$ cat src/rtl/dbg_pkg.sv
// Shared definitions for the serial debug bridge: opcode bytes, ACK byte and FSM states.
package dbg_pkg;

  localparam logic [7:0] OP_HOLD   = 8'h48;
  localparam logic [7:0] OP_GO     = 8'h47;
  localparam logic [7:0] OP_WR     = 8'h57;
  localparam logic [7:0] OP_RD     = 8'h52;
  localparam logic [7:0] OP_WR_INC = 8'h77;
  localparam logic [7:0] OP_RD_INC = 8'h72;
  localparam logic [7:0] ACK_BYTE  = 8'h06;

  localparam int LAT_W = 8;

  typedef enum logic [3:0] {
    ST_IDLE,
    ST_ADDR_H,
    ST_ADDR_L,
    ST_DATA_H,
    ST_DATA_L,
    ST_BUS_WR,
    ST_BUS_RD,
    ST_TX_H,
    ST_TX_L,
    ST_ACK
  } state_t;

  // States in which a host byte may be consumed.
  function automatic logic accepts_rx(input state_t s);
    return (s == ST_IDLE) || (s == ST_ADDR_H) || (s == ST_ADDR_L) ||
           (s == ST_DATA_H) || (s == ST_DATA_L);
  endfunction

endpackage

$ cat src/rtl/dbg_bridge.sv
// UART-to-bus debug/boot bridge: parses host commands and masters 16-bit bus reads/writes.
// Optional DBG_BRIDGE_ACK_EN: send ACK_BYTE after every completed write.
module dbg_bridge
  import dbg_pkg::*;
#(
  parameter bit          HOLD_ON_RESET = 1'b1,
  parameter int          READ_LAT      = 1,
  parameter logic [15:0] NOHOLD_RDATA  = 16'hDEAD
) (
  input  logic        i_clk,
  input  logic        i_reset,
  input  logic        i_rx_valid,
  input  logic [7:0]  i_rx_data,
  output logic        o_rx_ready,
  output logic        o_tx_valid,
  output logic [7:0]  o_tx_data,
  input  logic        i_tx_ready,
  output logic [15:0] o_bus_addr,
  output logic [15:0] o_bus_wdata,
  output logic        o_bus_we,
  input  logic [15:0] i_bus_rdata,
  output logic        o_cpu_hold
);

  localparam logic [LAT_W-1:0] LAT_LAST = LAT_W'(READ_LAT);

  state_t           state_reg, state_next;
  logic [15:0]      addr_reg, addr_next;
  logic [15:0]      data_reg, data_next;
  logic [15:0]      rdata_reg, rdata_next;
  logic [LAT_W-1:0] lat_cnt_reg, lat_cnt_next;
  logic             is_wr_reg, is_wr_next;
  logic             hold_reg, hold_next;
  logic             rx_fire, tx_fire;

  always_ff @(posedge i_clk or posedge i_reset) begin
    if (i_reset) begin
      state_reg   <= ST_IDLE;
      addr_reg    <= '0;
      data_reg    <= '0;
      rdata_reg   <= '0;
      lat_cnt_reg <= '0;
      is_wr_reg   <= 1'b0;
      hold_reg    <= HOLD_ON_RESET;
    end else begin
      state_reg   <= state_next;
      addr_reg    <= addr_next;
      data_reg    <= data_next;
      rdata_reg   <= rdata_next;
      lat_cnt_reg <= lat_cnt_next;
      is_wr_reg   <= is_wr_next;
      hold_reg    <= hold_next;
    end
  end

  always_comb begin
    // Outputs decode from registered state so a reset drops them immediately.
    o_rx_ready  = accepts_rx(state_reg);
    o_bus_addr  = addr_reg;
    o_bus_wdata = data_reg;
    o_bus_we    = (state_reg == ST_BUS_WR) && hold_reg;
    o_cpu_hold  = hold_reg;
    o_tx_valid  = 1'b0;
    o_tx_data   = 8'h00;
    case (state_reg)
      ST_TX_H: begin o_tx_valid = 1'b1; o_tx_data = rdata_reg[15:8]; end
      ST_TX_L: begin o_tx_valid = 1'b1; o_tx_data = rdata_reg[7:0];  end
      ST_ACK:  begin o_tx_valid = 1'b1; o_tx_data = ACK_BYTE;        end
      default: ;
    endcase
    rx_fire = i_rx_valid && o_rx_ready;
    tx_fire = o_tx_valid && i_tx_ready;

    state_next   = state_reg;
    addr_next    = addr_reg;
    data_next    = data_reg;
    rdata_next   = rdata_reg;
    lat_cnt_next = lat_cnt_reg;
    is_wr_next   = is_wr_reg;
    hold_next    = hold_reg;

    case (state_reg)
      ST_IDLE: begin
        if (rx_fire) begin
          case (i_rx_data)
            OP_HOLD:   hold_next = 1'b1;
            OP_GO:     hold_next = 1'b0;
            OP_WR:     begin is_wr_next = 1'b1; state_next = ST_ADDR_H; end
            OP_RD:     begin is_wr_next = 1'b0; state_next = ST_ADDR_H; end
            OP_WR_INC: state_next = ST_DATA_H;
            OP_RD_INC: begin lat_cnt_next = '0; state_next = ST_BUS_RD; end
            default:   ;
          endcase
        end
      end
      ST_ADDR_H: begin
        if (rx_fire) begin
          addr_next  = {addr_reg[7:0], i_rx_data};
          state_next = ST_ADDR_L;
        end
      end
      ST_ADDR_L: begin
        if (rx_fire) begin
          addr_next    = {addr_reg[7:0], i_rx_data};
          lat_cnt_next = '0;
          state_next   = is_wr_reg ? ST_DATA_H : ST_BUS_RD;
        end
      end
      ST_DATA_H: begin
        if (rx_fire) begin
          data_next  = {data_reg[7:0], i_rx_data};
          state_next = ST_DATA_L;
        end
      end
      ST_DATA_L: begin
        if (rx_fire) begin
          data_next  = {data_reg[7:0], i_rx_data};
          state_next = ST_BUS_WR;
        end
      end
      ST_BUS_WR: begin
        addr_next = addr_reg + 16'd1;
`ifdef DBG_BRIDGE_ACK_EN
        state_next = ST_ACK;
`else
        state_next = ST_IDLE;
`endif
      end
      ST_BUS_RD: begin
        // Address is held from entry; data is sampled READ_LAT cycles after it is registered by the RAM.
        if (lat_cnt_reg == LAT_LAST) begin
          rdata_next = hold_reg ? i_bus_rdata : NOHOLD_RDATA;
          addr_next  = addr_reg + 16'd1;
          state_next = ST_TX_H;
        end else begin
          lat_cnt_next = lat_cnt_reg + 1'b1;
        end
      end
      ST_TX_H: if (tx_fire) state_next = ST_TX_L;
      ST_TX_L: if (tx_fire) state_next = ST_IDLE;
      ST_ACK:  if (tx_fire) state_next = ST_IDLE;
      default: state_next = ST_IDLE;
    endcase
  end

endmodule

$ cat config.mk
export PLATFORM = sky130hd
export DESIGN_NAME = dbg_bridge
export DESIGN_NICKNAME = d
export VERILOG_FILES = /design/src/rtl/dbg_pkg.sv /design/src/rtl/dbg_bridge.sv
export SDC_FILE = /design/constraint.sdc
export NUM_CORES = 1
export LEC_CHECK = 0
export CORE_ASPECT_RATIO = 1.4
export CORE_MARGIN = 1
export CORE_UTILIZATION = 55
export CTS_CLUSTER_DIAMETER = 120
export CTS_CLUSTER_SIZE = 40
export DETAILED_ROUTE_END_ITERATION = 12
export DONT_BUFFER_PORTS = 1
export PLACE_DENSITY = 0.74
export SLEW_MARGIN = 20
export SYNTH_ARGS = -nofsm -noshare
export SYNTH_HDL_FRONTEND = slang
export SYNTH_SLANG_ARGS = --single-unit
$ cat constraint.sdc
create_clock -name i_clk -period 2.7 [get_ports i_clk]
set_clock_uncertainty 0.2 [all_clocks]
set_input_delay 0.135 -clock i_clk [delete_from_list [all_inputs] [get_ports i_clk]]
set_output_delay 0.135 -clock i_clk [all_outputs]
set_load 0.03 [all_outputs]
# After elaboration in Yosys (flattened, before gate mapping)
# Cells that the tools add are included.
[totals]
in_bits = 28
ff_bits = 62
[op_classes]
n_reduce_logical = 24
muxes = 24
eq_ne = 28
n_addsub = 2
[op_table]
columns = ["op", "count"]
rows = [
  ["8-bit by 7-bit == test with 1-bit output, second input constant", 6],
  ["16-bit 2-to-1 mux", 3],
  ["16-bit case mux with 3 select lines", 1],
  ["8-bit case mux with 3 select lines", 2],
  ["4-bit 2-to-1 mux", 8],
  ["8-bit 2-to-1 mux", 4],
  ["4-bit case mux with 8 select lines", 1],
  ["16-bit by 1-bit adder with 16-bit output, second input constant", 1],
  ["4-bit by 3-bit == test with 1-bit output, second input constant", 4],
  ["2-bit != test, second input constant", 8],
  ["4-bit case mux with 3 select lines", 1],
  ["3-bit AND reduction", 3],
  ["9-bit AND reduction", 1],
  ["8-bit by 1-bit adder with 8-bit output, second input constant", 1],
  ["4-bit by 2-bit == test with 1-bit output, second input constant", 2],
  ["4-bit == test, second input constant", 2],
  ["8-bit by 1-bit == test with 1-bit output, second input constant", 1],
  ["2-bit OR reduction", 4],
  ["2-bit by 1-bit != test with 1-bit output, second input constant", 3],
  ["3-bit nonzero test", 2],
  ["5-bit AND reduction", 1],
  ["4-bit by 1-bit == test with 1-bit output, second input constant", 1],
  ["4-bit logical NOT", 1],
  ["1-bit logical OR", 4],
  ["other kinds (8)", 13],
]

# Longest topological paths before layout
# Gate-level depths: netlist (run 1).
[depth]
depth_word = 8
depth_mapped = 8

# Worst setup path after synthesis (run 1)
# Ideal clock, no wire load.
[synth_timing]
path_kind = "reg2reg"
start = "register lat_cnt_reg[1]"
end = "register addr_reg[0], in the netlist o_bus_addr[0]"
slack_ns = 0.465
synth_period_minus_slack_ns = 2.235
required_time_ns = 2.431
setup_ns = 0.069
t_arrival_ns = 1.966
path_stages_with_launch = 9
cell_sequence = "dfrtp_1 > inv_1 > ha_1 > nor4b_4 > a21oi_2 > or4_1 > clkbuf_2 > or3_1 > nand3_1"
[synth_between]
elab_chain_len = 3
[synth_rtl]
columns = ["element", "line_no", "rtl"]
rows = [
  ["start, declared", "dbg_bridge.sv:31", "logic [LAT_W-1:0] lat_cnt_reg, lat_cnt_next;"],
  ["start signal, assigned", "dbg_bridge.sv:50", "lat_cnt_reg <= lat_cnt_next;"],
  ["8-bit by 1-bit == test with 1-bit output", "dbg_bridge.sv:131", "if (lat_cnt_reg == LAT_LAST) begin"],
  ["2-bit != test (no line)", "n/a", ""],
  ["3-bit AND reduction (no line)", "n/a", ""],
  ["end signal, assigned", "dbg_bridge.sv:47", "addr_reg <= addr_next;"],
  ["end, declared", "dbg_bridge.sv:28", "logic [15:0] addr_reg, addr_next;"],
]
# No other way between the ends.
# A chain may end at the register's enable or synchronous reset.

# Worst setup path after layout (run 1)
[layout_timing]
start = "register state_reg[1]"
end = "register state_reg[3]"
[layout_between]
elab_chain_len = 8
elab_cells_between_ends = 29
cone_classes = "17 x eq/ne; 2 x mux; 10 x reduce/logical"
[layout_rtl]
columns = ["element", "line_no", "rtl"]
rows = [
  ["start, declared", "dbg_bridge.sv:27", "state_t state_reg, state_next;"],
  ["start signal, assigned", "dbg_bridge.sv:46", "state_reg <= state_next;"],
  ["4-bit by 1-bit == test with 1-bit output / 4-bit logical NOT (equally long branches)", "dbg_pkg.sv:29, dbg_bridge.sv:82", ""],
  ["1-bit logical OR (3 in a row)", "dbg_pkg.sv:29", "return (s == ST_IDLE) || (s == ST_ADDR_H) || (s == ST_ADDR_L) ||"],
  ["1-bit logical OR", "dbg_pkg.sv:30", "(s == ST_DATA_H) || (s == ST_DATA_L);"],
  ["1-bit logical AND", "dbg_bridge.sv:71", "rx_fire = i_rx_valid && o_rx_ready;"],
  ["2-bit != test (no line)", "n/a", ""],
  ["9-bit AND reduction (no line)", "n/a", ""],
]
# Parallel ways exist; a longest one is shown, timed or not.

==> impl_summary.md, run 1 <==
Status
The flow ran to the end, and the final reports show no timing, DRC or antenna violations.

Timing
The max-slew violation count is 0. The worst slew margin relative to its limit is 0.503. The final-report setup violation count is 0. The portion of the clock cycle consumed by the worst path in the final layout is 0.952. Static timing analysis puts the maximum clock frequency at 389 MHz. Setup repair after global routing could not meet its margin everywhere. After layout, the minimum clock period comes to 2570 ps. The setup total negative slack is 0 ps. The final hold violation count was 0. The worst setup slack after layout is 129 ps. At the pin with the least slew margin, the transition time is 748 ps.

Worst setup path
The slack of the worst reg-to-reg path is approximately 130 ps. Of all nets on the critical path, the largest fanout is 17. The critical path is of the reg -> reg type. Data on the critical path arrives at its endpoint at 2590 ps. The kind of end point of the critical path is a register. STA puts the critical path data required time at 2720 ps. STA classifies the critical path startpoint as a register.

GRT
The first global-routing pass estimated 13900 um of wire. For this run the aggregate overflow at the end of global routing stands at 0. The number of antenna violations at the first check in global routing is 0. Entering global routing, the biggest net connects 33 pins. The number of global-route vias before repair is 2952. The overall global routing resource usage is 0.288.

Placement
In this run the tool buffered the top-level ports with 0 buffer cells. The global placement routability congestion is 0.789. The number of cells after detailed placement is 434. In this run the cell area measured after placement is 3500 sq um.

Timing analysis after detailed placement gives a worst setup slack of 354 ps. The HPWL after detailed placement is 5500 um.

Clock network
The register clock-pin slew on the reported worst setup and hold paths is approximately 70 ps. The clock sink count is 62. The clock passes through at most 2 buffers. The clock latency on the worst-skew pair is between 300 and 400 ps. The buffer cell driving the clock tree root is sky130_fd_sc_hd__clkbuf_8. The number of buffers added by the clock tree synthesis step is 9.

The clock tree from TritonCTS is yes. CTS built an H-tree with a depth of 3.

Finish
The final layout contains 437 nets. The most common cell after layout, fill and taps aside is sky130_fd_sc_hd__dfrtp_1. The post-route cell area is 4040 sq um.

The ratio of cells with drive above 1 in the final layout is 0.161. The library cells used most frequently in the layout, excluding fill and tap cells, are 58 x sky130_fd_sc_hd__dfrtp_1, 50 x sky130_fd_sc_hd__nand2_1, 46 x sky130_fd_sc_hd__o21ai_0. From synthesis to final layout, the design area changed by 17.8%.

After the flow finishes, the layout carries non-filler instances totaling 480. After filler insertion, the fill cell instance count of the layout stands at between 400 and 500. The number of inserted diodes is 0.

Logic synthesis
The sequential element share of the synthesized area is 0.453. The warning count from the yosys run is 0. The number of flops mapped to enable cells by yosys is 0.

The synthesized instance count is 374. The post-synthesis cell type count is between 50 and 60. The number of nets in the synthesized netlist is 405. The most used flip-flop cell after synthesis is sky130_fd_sc_hd__dfrtp_1. In this run, synthesis produced a sequential element count of 62. The post-synthesis instance area is between 3000 and 4000 sq um. In the synthesized netlist the async set-or-reset flop fraction comes to 1.00. The average footprint of a synthesized cell is 9.17 sq um.

Power and ir drop
The power density over the cells is 1180 nW/um^2. The largest vdd supply drop is 0.753 mV. The analysis attributes to cell leakage a power of 0.00169 uW.

Drt
In the routed layout, each cell is associated on average with a via count of 6.30. The total routed wirelength is 8460 um. For this block, the initial DRC count from the detailed router was 210.

The overall via count from detail_route is 3022. The count of nets left with antenna violations once routing finished came out at 0. For this run, the detailed router's first-pass iteration total came to 4. The number of DRC violations after detailed routing is 0.

After detailed routing, the average wire length per cell comes to 17.6 um.

Floorplanning
In this run the core area contains 33 standard-cell rows. The number of top-level design ports is 72. From bottom edge to top edge, the die measures 95.4 um. Measured along the x axis, the die boundary spans 68.7 um.

The placeable core area is 5950 sq um. The area of the die is ~6600 sq um. For this configuration, the core starts out at a cell density of 0.577.

Flow run
The tool flagged a number of max-cap violations equal to 0.

Hold path
The class of the tightest hold or removal check is in -> reg.
cell families after synthesis:
logic type	synth area share
AO/OA/AOI/OAI	0.203
XOR/XNOR	0.00511
adder cells (fa/ha/maj)	0.0110
buffers and inverters	0.0460
flip-flops	0.453
multiplexers	0.0657
AND/OR/NAND/NOR	0.216
per-stage QoR:
stage                util  hold WS (ps)  total power, uW
global route        0.679          49.8             5080
global placement    0.589         -57.4             3780
detailed placement  0.589         -45.7             3850
CTS                 0.675          8.66             4740
finish              0.679          19.4             4770
floorplan               -          9.69             3460
metal layers:
layer / routed length [um] / up-vias / GRT usage
met4: 269 / 0 / 0.122
met5: 0 / - / 0
met2: 4290 / 108 / 0.473
met1: 3420 / 1462 / 0.349
li1: - / 1426 / -
met3: 476 / 26 / 0.0789
cells in the mapped netlist, types with 4 or more instances:
cell                       instances  area (sq um)
sky130_fd_sc_hd__dfrtp_1          61          1530
sky130_fd_sc_hd__nand2_1          50           188
sky130_fd_sc_hd__o21ai_0          46           230
sky130_fd_sc_hd__a21oi_1          30           150
sky130_fd_sc_hd__nor2_1           21          78.8
sky130_fd_sc_hd__mux2_2           20           225
sky130_fd_sc_hd__nand3_1          15          75.1
sky130_fd_sc_hd__clkbuf_1         14          52.6
sky130_fd_sc_hd__nor2b_1          12          75.1
sky130_fd_sc_hd__and3_1            7          43.8
sky130_fd_sc_hd__a22o_1            6          52.6
sky130_fd_sc_hd__a31oi_1           6          37.5
sky130_fd_sc_hd__nor3_1            6          30.0
sky130_fd_sc_hd__inv_1             5          18.8
sky130_fd_sc_hd__o22ai_1           5          31.3
sky130_fd_sc_hd__o31ai_1           5          37.5
sky130_fd_sc_hd__nand3b_1          4          30.0
final timing paths:
check / depth (start not counted) / endpoint / start
hold / removal: 5 / is_wr_reg / i_rx_data[7]
min in group asynchronous: 2 / o_bus_wdata[5] / i_reset
setup reg to reg: 6 / state_reg[3] / state_reg[1]
max in group asynchronous: 3 / o_cpu_hold / i_reset
setup / recovery: 6 / state_reg[3] / state_reg[1]
hold reg to reg: 2 / rdata_reg[2] / rdata_reg[2]
critical path, stage by stage (launching register included):
cell,delay (ps)
sky130_fd_sc_hd__dfrtp_1,570
sky130_fd_sc_hd__or2_2,380
sky130_fd_sc_hd__o32a_1,280
sky130_fd_sc_hd__o21bai_1,200
sky130_fd_sc_hd__a211o_1,170
sky130_fd_sc_hd__o22ai_2,80
sky130_fd_sc_hd__dlygate4sd3_1,560
power by group:
group	internal, uW	switching, uW	leakage [uW]
Combinational	765	958	0.000874
Sequential	1310	883	0.000712
Clock	495	363	0.000104
Total	2570	2200	0.00169
area by class of cell:
class | instances | area, sq um | area share
Inverter | 5 | 18.8 | 0.00465
Multi-Input combinational cell | 283 | 1740 | 0.431
Tap cell | 70 | 87.6 | 0.0217
Clock inverter | 3 | 42.5 | 0.0105
Timing Repair Buffer | 45 | 425 | 0.105
Clock buffer | 12 | 165 | 0.0409
Sequential cell | 62 | 1560 | 0.385
what timing repair did:
item,CTS,global route
hold buffers,30,0
resized for setup,0,5
buffers inserted,0,1
hold endpoints to repair,66,0
endpoints found under the setup margin,0,2
Power figures use the tool's default switching activity.
==> run 2, diff against run 1 <==
--- a/config.mk
+++ b/config.mk
@@ -7,13 +7,12 @@
 export LEC_CHECK = 0
 export CORE_ASPECT_RATIO = 1.4
 export CORE_MARGIN = 1
-export CORE_UTILIZATION = 55
+export CORE_UTILIZATION = 59
 export CTS_CLUSTER_DIAMETER = 120
 export CTS_CLUSTER_SIZE = 40
 export DETAILED_ROUTE_END_ITERATION = 12
 export DONT_BUFFER_PORTS = 1
-export PLACE_DENSITY = 0.74
-export SLEW_MARGIN = 20
+export PLACE_DENSITY = 0.79
 export SYNTH_ARGS = -nofsm -noshare
 export SYNTH_HDL_FRONTEND = slang
 export SYNTH_SLANG_ARGS = --single-unit
==> run 2 against run 1 <==
Against the previous run: non-clock buffer count shrank 2; critical path type unchanged; via count grew 3.5%; combinational power grew 3%; clock power shrank 5.1%; hold slack gained 0.51 ps.
==> impl_summary.md, run 2 (synthesis results as in run 1) <==
Floorplanning
The total number of placement rows was 32 (-3.0%). The die height is 92.2 um (-3.4%). The horizontal die dimension came to 66.4 um (-3.3%). The number of top-level design ports came to 72 (unchanged). The placeable core area is 5570 sq um (-6.4%). The initial standard-cell utilization of the core is 0.616 (+0.0394). The area of the die was 6120 sq um (-6.6%).

Timing
The final hold violation count is 0 (unchanged). The setup total negative slack is 0 ps (unchanged). The portion of the clock cycle consumed by the worst path in the final layout is 0.948 (-0.00438).

The final-report setup violation count is 0 (unchanged). The max-slew violation count is 0 (unchanged). The worst slew margin relative to its limit was 0.551 (+0.0485). The worst-margin pin slew is 670 ps (-78.0 ps). The final critical delay including setup and external delays is 2560 ps (-11.8 ps). Setup repair after global routing left no endpoint under its margin.

The timing-limited maximum frequency is 391 MHz (+0.46%).

Drt
The detailed-route wire length per cell is 19.1 um (+8.5%). The first-pass iteration count of the detailed router is 5 (+1). The total routed wirelength is 9110 um (+7.8%). The detail-routed via count per cell is 6.56 (+4.2%).

The number of DRC violations after detailed routing came to 0 (unchanged). The overall via count from detail_route was 3129 (+3.5%). The iteration-0 DRC count of the detailed router was 307 (+46%). The number of nets with antenna violations after routing is 0 (unchanged).

Worst setup path
The critical path arrival is 2600 ps (about the same). The critical path in this run is classified as reg -> reg. The largest fanout on the critical path was 10 (-7).

The kind of end point of the critical path is a register. The critical path launch point type is a register. The required time of the worst setup path is 2740 ps (+20 ps).

Clock network
The number of buffers added by the clock tree synthesis step is 9 (unchanged). The depth of the CTS H-tree is 3 (unchanged). The maximum count of clock buffers along a single path is 2 (unchanged). The number of setup buffers added after CTS is 0 (unchanged). The clock sink count came to 62 (unchanged). Clock tree synthesis selected as its root buffer the cell sky130_fd_sc_hd__clkbuf_8. The clock tree from TritonCTS is yes. The register clock-pin slew on the reported worst setup and hold paths is 80 ps (about the same). The clock latency on the worst-skew pair is 350 ps (about the same).

GRT
The pin count of the biggest net entering global routing is 33 (unchanged). The wire length of the first global-routing pass was 14900 um (+7.2%). The overall global routing resource usage is 0.322 (+0.0342). The remaining global-route overflow is 0 (unchanged).

The number of global-route vias before repair came to 3093 (+4.8%). The number of antenna violations at the first check in global routing is 0 (unchanged).

Placement
The placed wire-length estimate is 5500 um (about the same). The number of cells after detailed placement is 433 (-0.23%). The global placement routability congestion is 0.890 (+13%).

The count of input and output buffers came to 0 (unchanged). The placed standard-cell area is 3500 sq um (-0.21%).

Power and ir drop
The largest vdd supply drop was 0.706 mV (-6.3%). The power density over the cells is 1200 nW/um^2 (+1.7%). The leakage power was 0.00166 uW (-1.5%).

Finish
The top cell types in the final layout, fill and taps aside, are 60 x sky130_fd_sc_hd__dfrtp_1, 50 x sky130_fd_sc_hd__nand2_1, 46 x sky130_fd_sc_hd__o21ai_0. The layout overhead on the synthesized area is 15.7%. The number of cells in the finished layout apart from fillers is 477 (-0.63%). The post-route cell area is 3970 sq um (-1.7%). The most common cell after layout, fill and taps aside is sky130_fd_sc_hd__dfrtp_1.

The net total in the final layout is 435 (-0.46%). The ratio of cells with drive above 1 in the final layout is 0.152 (-0.00939). The number of inserted diodes is 0 (unchanged).

Status
The run finished with clean final reports.

Flow run
The reported max-cap violation count is 0 (unchanged).

Hold path
The class of the tightest hold or removal check is in -> async.
## run 2: final timing paths
check                      cells after the start              to  slack [ps]    startpoint
max                                            7    state_reg[3]         140  state_reg[0]
min                                            2    state_reg[3]          20       i_reset
max reg2reg                                    7    state_reg[3]         140  state_reg[0]
min reg2reg                                    2    rdata_reg[1]         290  rdata_reg[1]
max in group asynchronous                      3  o_bus_addr[13]        1610       i_reset
min in group i_clk                             4    state_reg[1]          40  i_rx_data[2]
## run 2: metrics by stage
step                power [uW]  utilization  worst slack (ps)  hold slack [ps]
floorplan                 3460            -               465             9.69
global placement          3780        0.628               371             -186
detailed placement        3850        0.628               292             -181
CTS                       4700        0.713               129             21.1
global route              5030        0.713              15.8             46.8
finish                    4770        0.713               141             19.9
## run 2: critical path, stage by stage (launching register included)
cell and delay [ps]:
sky130_fd_sc_hd__dfrtp_2 470, sky130_fd_sc_hd__buf_4 190, sky130_fd_sc_hd__or2_2 310, sky130_fd_sc_hd__o32a_1 280
sky130_fd_sc_hd__o21bai_1 200, sky130_fd_sc_hd__a211o_1 160, sky130_fd_sc_hd__o22ai_1 80, sky130_fd_sc_hd__dlygate4sd3_1 560
## run 2: cell type report
class / instances / area, sq um
clock buffers: 11 / 131
clock inverters: 5 / 58.8
fillers: 372 / 1600
inverters: 5 / 18.8
multi-input cells: 283 / 1730
flip-flops and latches: 62 / 1550
well taps: 68 / 85.1
repair buffers: 43 / 393
## run 2: layer usage
metal	up-vias	track usage	routed length, um
li1	1414	-	-
met5	-	0	0
met4	0	0.122	240
met2	128	0.554	4950
met3	30	0.0622	400
met1	1557	0.391	3520
## run 2: timing repair
action / in CTS / in global routing
hold endpoints to repair: 98 / 0
endpoints found under the setup margin: 0 / 1
gates resized for setup: 0 / 1
hold buffers: 28 / 0
## run 2: power by group
part	internal (uW)	switching, uW	leakage (uW)
clock	428	386	0.0000899
combinational	753	1030	0.000860
sequential	1300	867	0.000714
total	2490	2280	0.00166
==> run 3, diff against run 2 <==
--- a/config.mk
+++ b/config.mk
@@ -5,6 +5,7 @@
 export SDC_FILE = /design/constraint.sdc
 export NUM_CORES = 1
 export LEC_CHECK = 0
+export ABC_AREA = 1
 export CORE_ASPECT_RATIO = 1.4
 export CORE_MARGIN = 1
 export CORE_UTILIZATION = 59
==> run 3 against run 2 <==
Against the previous run: combinational power fell by 6%; clock power rose by 18%; via count up 12%; register-to-register slack better by 120 ps; final cell count is 29% higher; first-iteration DRC count is 9.8% higher.
==> impl_summary.md, run 3 <==
Drt
The number of DRC violations after detailed routing is 0 (unchanged). The first-pass iteration count of the detailed router is 5 (unchanged). The detail-routed via count per cell is 5.73 (-13%). The overall via count from detail_route is 3517 (+12%). The number of nets with antenna violations after routing is 0 (unchanged). The detailed-route wire length per cell is 15.7 um (-18%). The iteration-0 DRC count of the detailed router came to 337 (+9.8%).

The total routed wirelength was 9660 um (+5.9%).

Finish
The net total in the final layout came to 570 (+31%). The ratio of cells with drive above 1 in the final layout is 0.105 (-0.0468). The library cell used most frequently in the layout, excluding fill and tap cells, is sky130_fd_sc_hd__nand2_1. The filler cell count was 454 (+22%). The number of inserted diodes was 0 (unchanged). The post-route cell area came to 4280 sq um (+7.9%). The layout overhead on the synthesized area is 17.3%. The library cells used most frequently in the layout, excluding fill and tap cells, are 157 x sky130_fd_sc_hd__nand2_1, 61 x sky130_fd_sc_hd__dfrtp_1, 51 x sky130_fd_sc_hd__nor2_1.

Logic synthesis
The xor/xnor cell area share of the yosys netlist is 0.0144 (+0.00929). After synthesis, the most frequently instantiated cells are 157 x sky130_fd_sc_hd__nand2_1, 61 x sky130_fd_sc_hd__dfrtp_1, 51 x sky130_fd_sc_hd__nor2_1. The synthesized-area fraction occupied by adder cells is 0.0103 (-0.000664). The post-synthesis sequential element count is 62 (unchanged). The average footprint of a synthesized cell came to 7.31 sq um (-20%). The post-synthesis instance area is 3650 sq um (+6.5%). The warning count from the yosys run is 0 (unchanged). The main combinational cell family by area after synthesis is simple AND/OR/NAND/NOR gates. The synthesized instance count came to 499 (+33%). The number of flops mapped to enable cells by yosys is 0 (unchanged). The top cell type's share of synthesized area is 0.418 (-0.0270). The share of the synthesized area in compound gates (AO/OA/AOI/OAI) was 0.0881 (-0.115). The area share of and/or/nand/nor cells after synthesis is 0.363 (+0.147). The post-synthesis cell type count came to 38 (-28%). The synthesized design spends more area on one cell type than any other, namely sky130_fd_sc_hd__dfrtp_1.

For this run, the leading register cell type out of synthesis is sky130_fd_sc_hd__dfrtp_1. The fraction of registers with async set/reset is 1.00 (unchanged). The sequential element share of the synthesized area is 0.425 (-0.0275). Ranked by total cell area, the synthesized netlist is headed by sky130_fd_sc_hd__dfrtp_1 42%, sky130_fd_sc_hd__nand2_1 16%, sky130_fd_sc_hd__nand3_1 5.9%. The most common cell in the synthesized netlist is sky130_fd_sc_hd__nand2_1. The number of nets in the synthesized netlist is 530 (+31%). The multiplexer share of the synthesized area is 0.0237 (-0.0420).

Power and ir drop
The largest vdd supply drop is 0.500 mV (-29%). The total power came to 4800 uW (+0.64%). The power density over the cells is 1120 nW/um^2 (-6.8%). The leakage power is 0.00211 uW (+27%).

Worst setup path
The kind of end point of the critical path is a register. The critical path is of the reg -> reg type. The required time of the worst setup path is 2800 ps (+60 ps).

The critical path arrival was 2530 ps (-70 ps). The largest fanout on the critical path is 5 (-5). The worst setup path is launched from a register.

Timing
The final hold violation count is 0 (unchanged). The portion of the clock cycle consumed by the worst path in the final layout is 0.902 (-0.0456). The worst slew margin relative to its limit is 0.585 (+0.0341). The final-report setup violation count came to 0 (unchanged). The setup total negative slack was 0 ps (unchanged). The worst-margin pin slew is 621 ps (-49.7 ps). The max-slew violation count is 0 (unchanged). Setup repair after global routing left no endpoint under its margin. The timing-limited maximum frequency is 410 MHz (+5.1%). The worst hold slack is 48.9 ps (+29.0 ps).

The final critical delay including setup and external delays is 2440 ps (-123 ps).

Floorplanning
The number of top-level design ports is 72 (unchanged). The die height is 95.1 um (+3.1%). The total number of placement rows is 33 (+3.1%). The placeable core area is 5900 sq um (+6.1%). The initial standard-cell utilization of the core is 0.618 (+0.00213). The horizontal die dimension is 68.5 um (+3.1%). The area of the die is 6510 sq um (+6.3%).

GRT
The number of global-route vias before repair is 3438 (+11%). The remaining global-route overflow is 0 (unchanged). The pin count of the biggest net entering global routing came to 29 (-12%). The number of antenna violations at the first check in global routing is 0 (unchanged). The overall global routing resource usage is 0.328 (+0.00618). The wire length of the first global-routing pass is 15700 um (+5.0%).

Clock network
The clock tree from TritonCTS is yes. The maximum count of clock buffers along a single path is 2 (unchanged). In this run the clock root is driven by a sky130_fd_sc_hd__clkbuf_8. The number of resized instances in the post-cts repair step is 0 (unchanged). The clock latency on the worst-skew pair was 360 ps (about the same). The number of buffers added by the clock tree synthesis step is 9 (unchanged). The depth of the CTS H-tree is 3 (unchanged).

The register clock-pin slew on the reported worst setup and hold paths is 80 ps (about the same). The clock sink count came to 62 (unchanged).

Placement
The placed wire-length estimate was 6430 um (+17%). The count of input and output buffers is 0 (unchanged). The placed standard-cell area is 3720 sq um (+6.3%).

The global placement routability congestion is 0.898 (+0.85%).

Flow run
The reported max-cap violation count is 0 (unchanged).

Hold path
The class of the tightest hold or removal check is in -> reg.

Status
The run finished with clean final reports.
## run 3: cell types whose count changed after synthesis, moves of 10 or more
cell / change
sky130_fd_sc_hd__inv_1: +40
sky130_fd_sc_hd__nand2_1: +107
sky130_fd_sc_hd__nor2b_1: -12
sky130_fd_sc_hd__a21oi_1: -23
sky130_fd_sc_hd__nand4_1: +10
sky130_fd_sc_hd__mux2_2: -15
sky130_fd_sc_hd__nand3_1: +28
sky130_fd_sc_hd__clkbuf_1: -11
sky130_fd_sc_hd__nor2_1: +30
## run 3: cell families after synthesis
group / Yosys count
flip-flops: 62
AO/OA/AOI/OAI: 60
buffers and inverters: 64
adder cells (fa/ha/maj): 3
XOR/XNOR: 6
AND/OR/NAND/NOR: 297
multiplexers: 7
## run 3: layer usage
| metal | vias up | share of wire | global-route usage |
|---|---|---|---|
| met5 | - | 0 | 0 |
| met4 | 0 | 0.027 | 0.148 |
| met3 | 26 | 0.067 | 0.0837 |
| met2 | 148 | 0.52 | 0.569 |
| met1 | 1646 | 0.39 | 0.368 |
| li1 | 1697 | - | - |
## run 3: repair_timing
item / CTS / global route
hold buffers: 34 / 0
hold endpoints to repair: 76 / 0
setup buffers: 0 / 0
endpoints found under the setup margin: 0 / 0
## run 3: layout make-up
class	instances	area, sq um	share of cell area
Clock buffer	9	124	0.0289
Clock inverter	7	103	0.0240
Inverter	51	191	0.0447
Multi-Input combinational cell	373	1820	0.426
Sequential cell	62	1550	0.363
Tap cell	70	87.6	0.0204
Timing Repair Buffer	42	400	0.0935
## run 3: report_power, final
group	leakage [uW]	internal, uW	switching, uW
combinational	0.00127	606	1060
clock	0.000111	532	429
sequential	0.000722	1310	864
## run 3: critical path, cell delays in order, from the launching register on
cell and delay [ps]:
sky130_fd_sc_hd__dfrtp_1 500, sky130_fd_sc_hd__inv_1 210, sky130_fd_sc_hd__nand2_2 140, sky130_fd_sc_hd__nor3_1 350
sky130_fd_sc_hd__and2_1 210, sky130_fd_sc_hd__a21oi_1 70, sky130_fd_sc_hd__dlygate4sd3_1 570, sky130_fd_sc_hd__a21oi_1 120
## run 3: final timing paths
kind / startpoint / to / slack, ps / cells after the start
worst min-delay path: i_rx_data[5] / state_reg[1] / 50 / 6
worst min register to register: rdata_reg[10] / rdata_reg[10] / 300 / 2
min in group asynchronous: i_reset / o_bus_wdata[15] / 90 / 2
worst max register to register: state_reg[3] / o_cpu_hold / 260 / 7
worst max-delay path: state_reg[3] / o_cpu_hold / 260 / 7
max in group asynchronous: i_reset / state_reg[3] / 1430 / 3
## run 3: per-stage QoR
step	util	cells	setup slack (ps)
2_1_floorplan	-	499	698
3_3_place_gp	0.629	564	619
3_5_place_dp	0.629	564	555
4_1_cts	0.725	614	300
5_1_grt	0.725	614	155
6_report	0.725	614	264
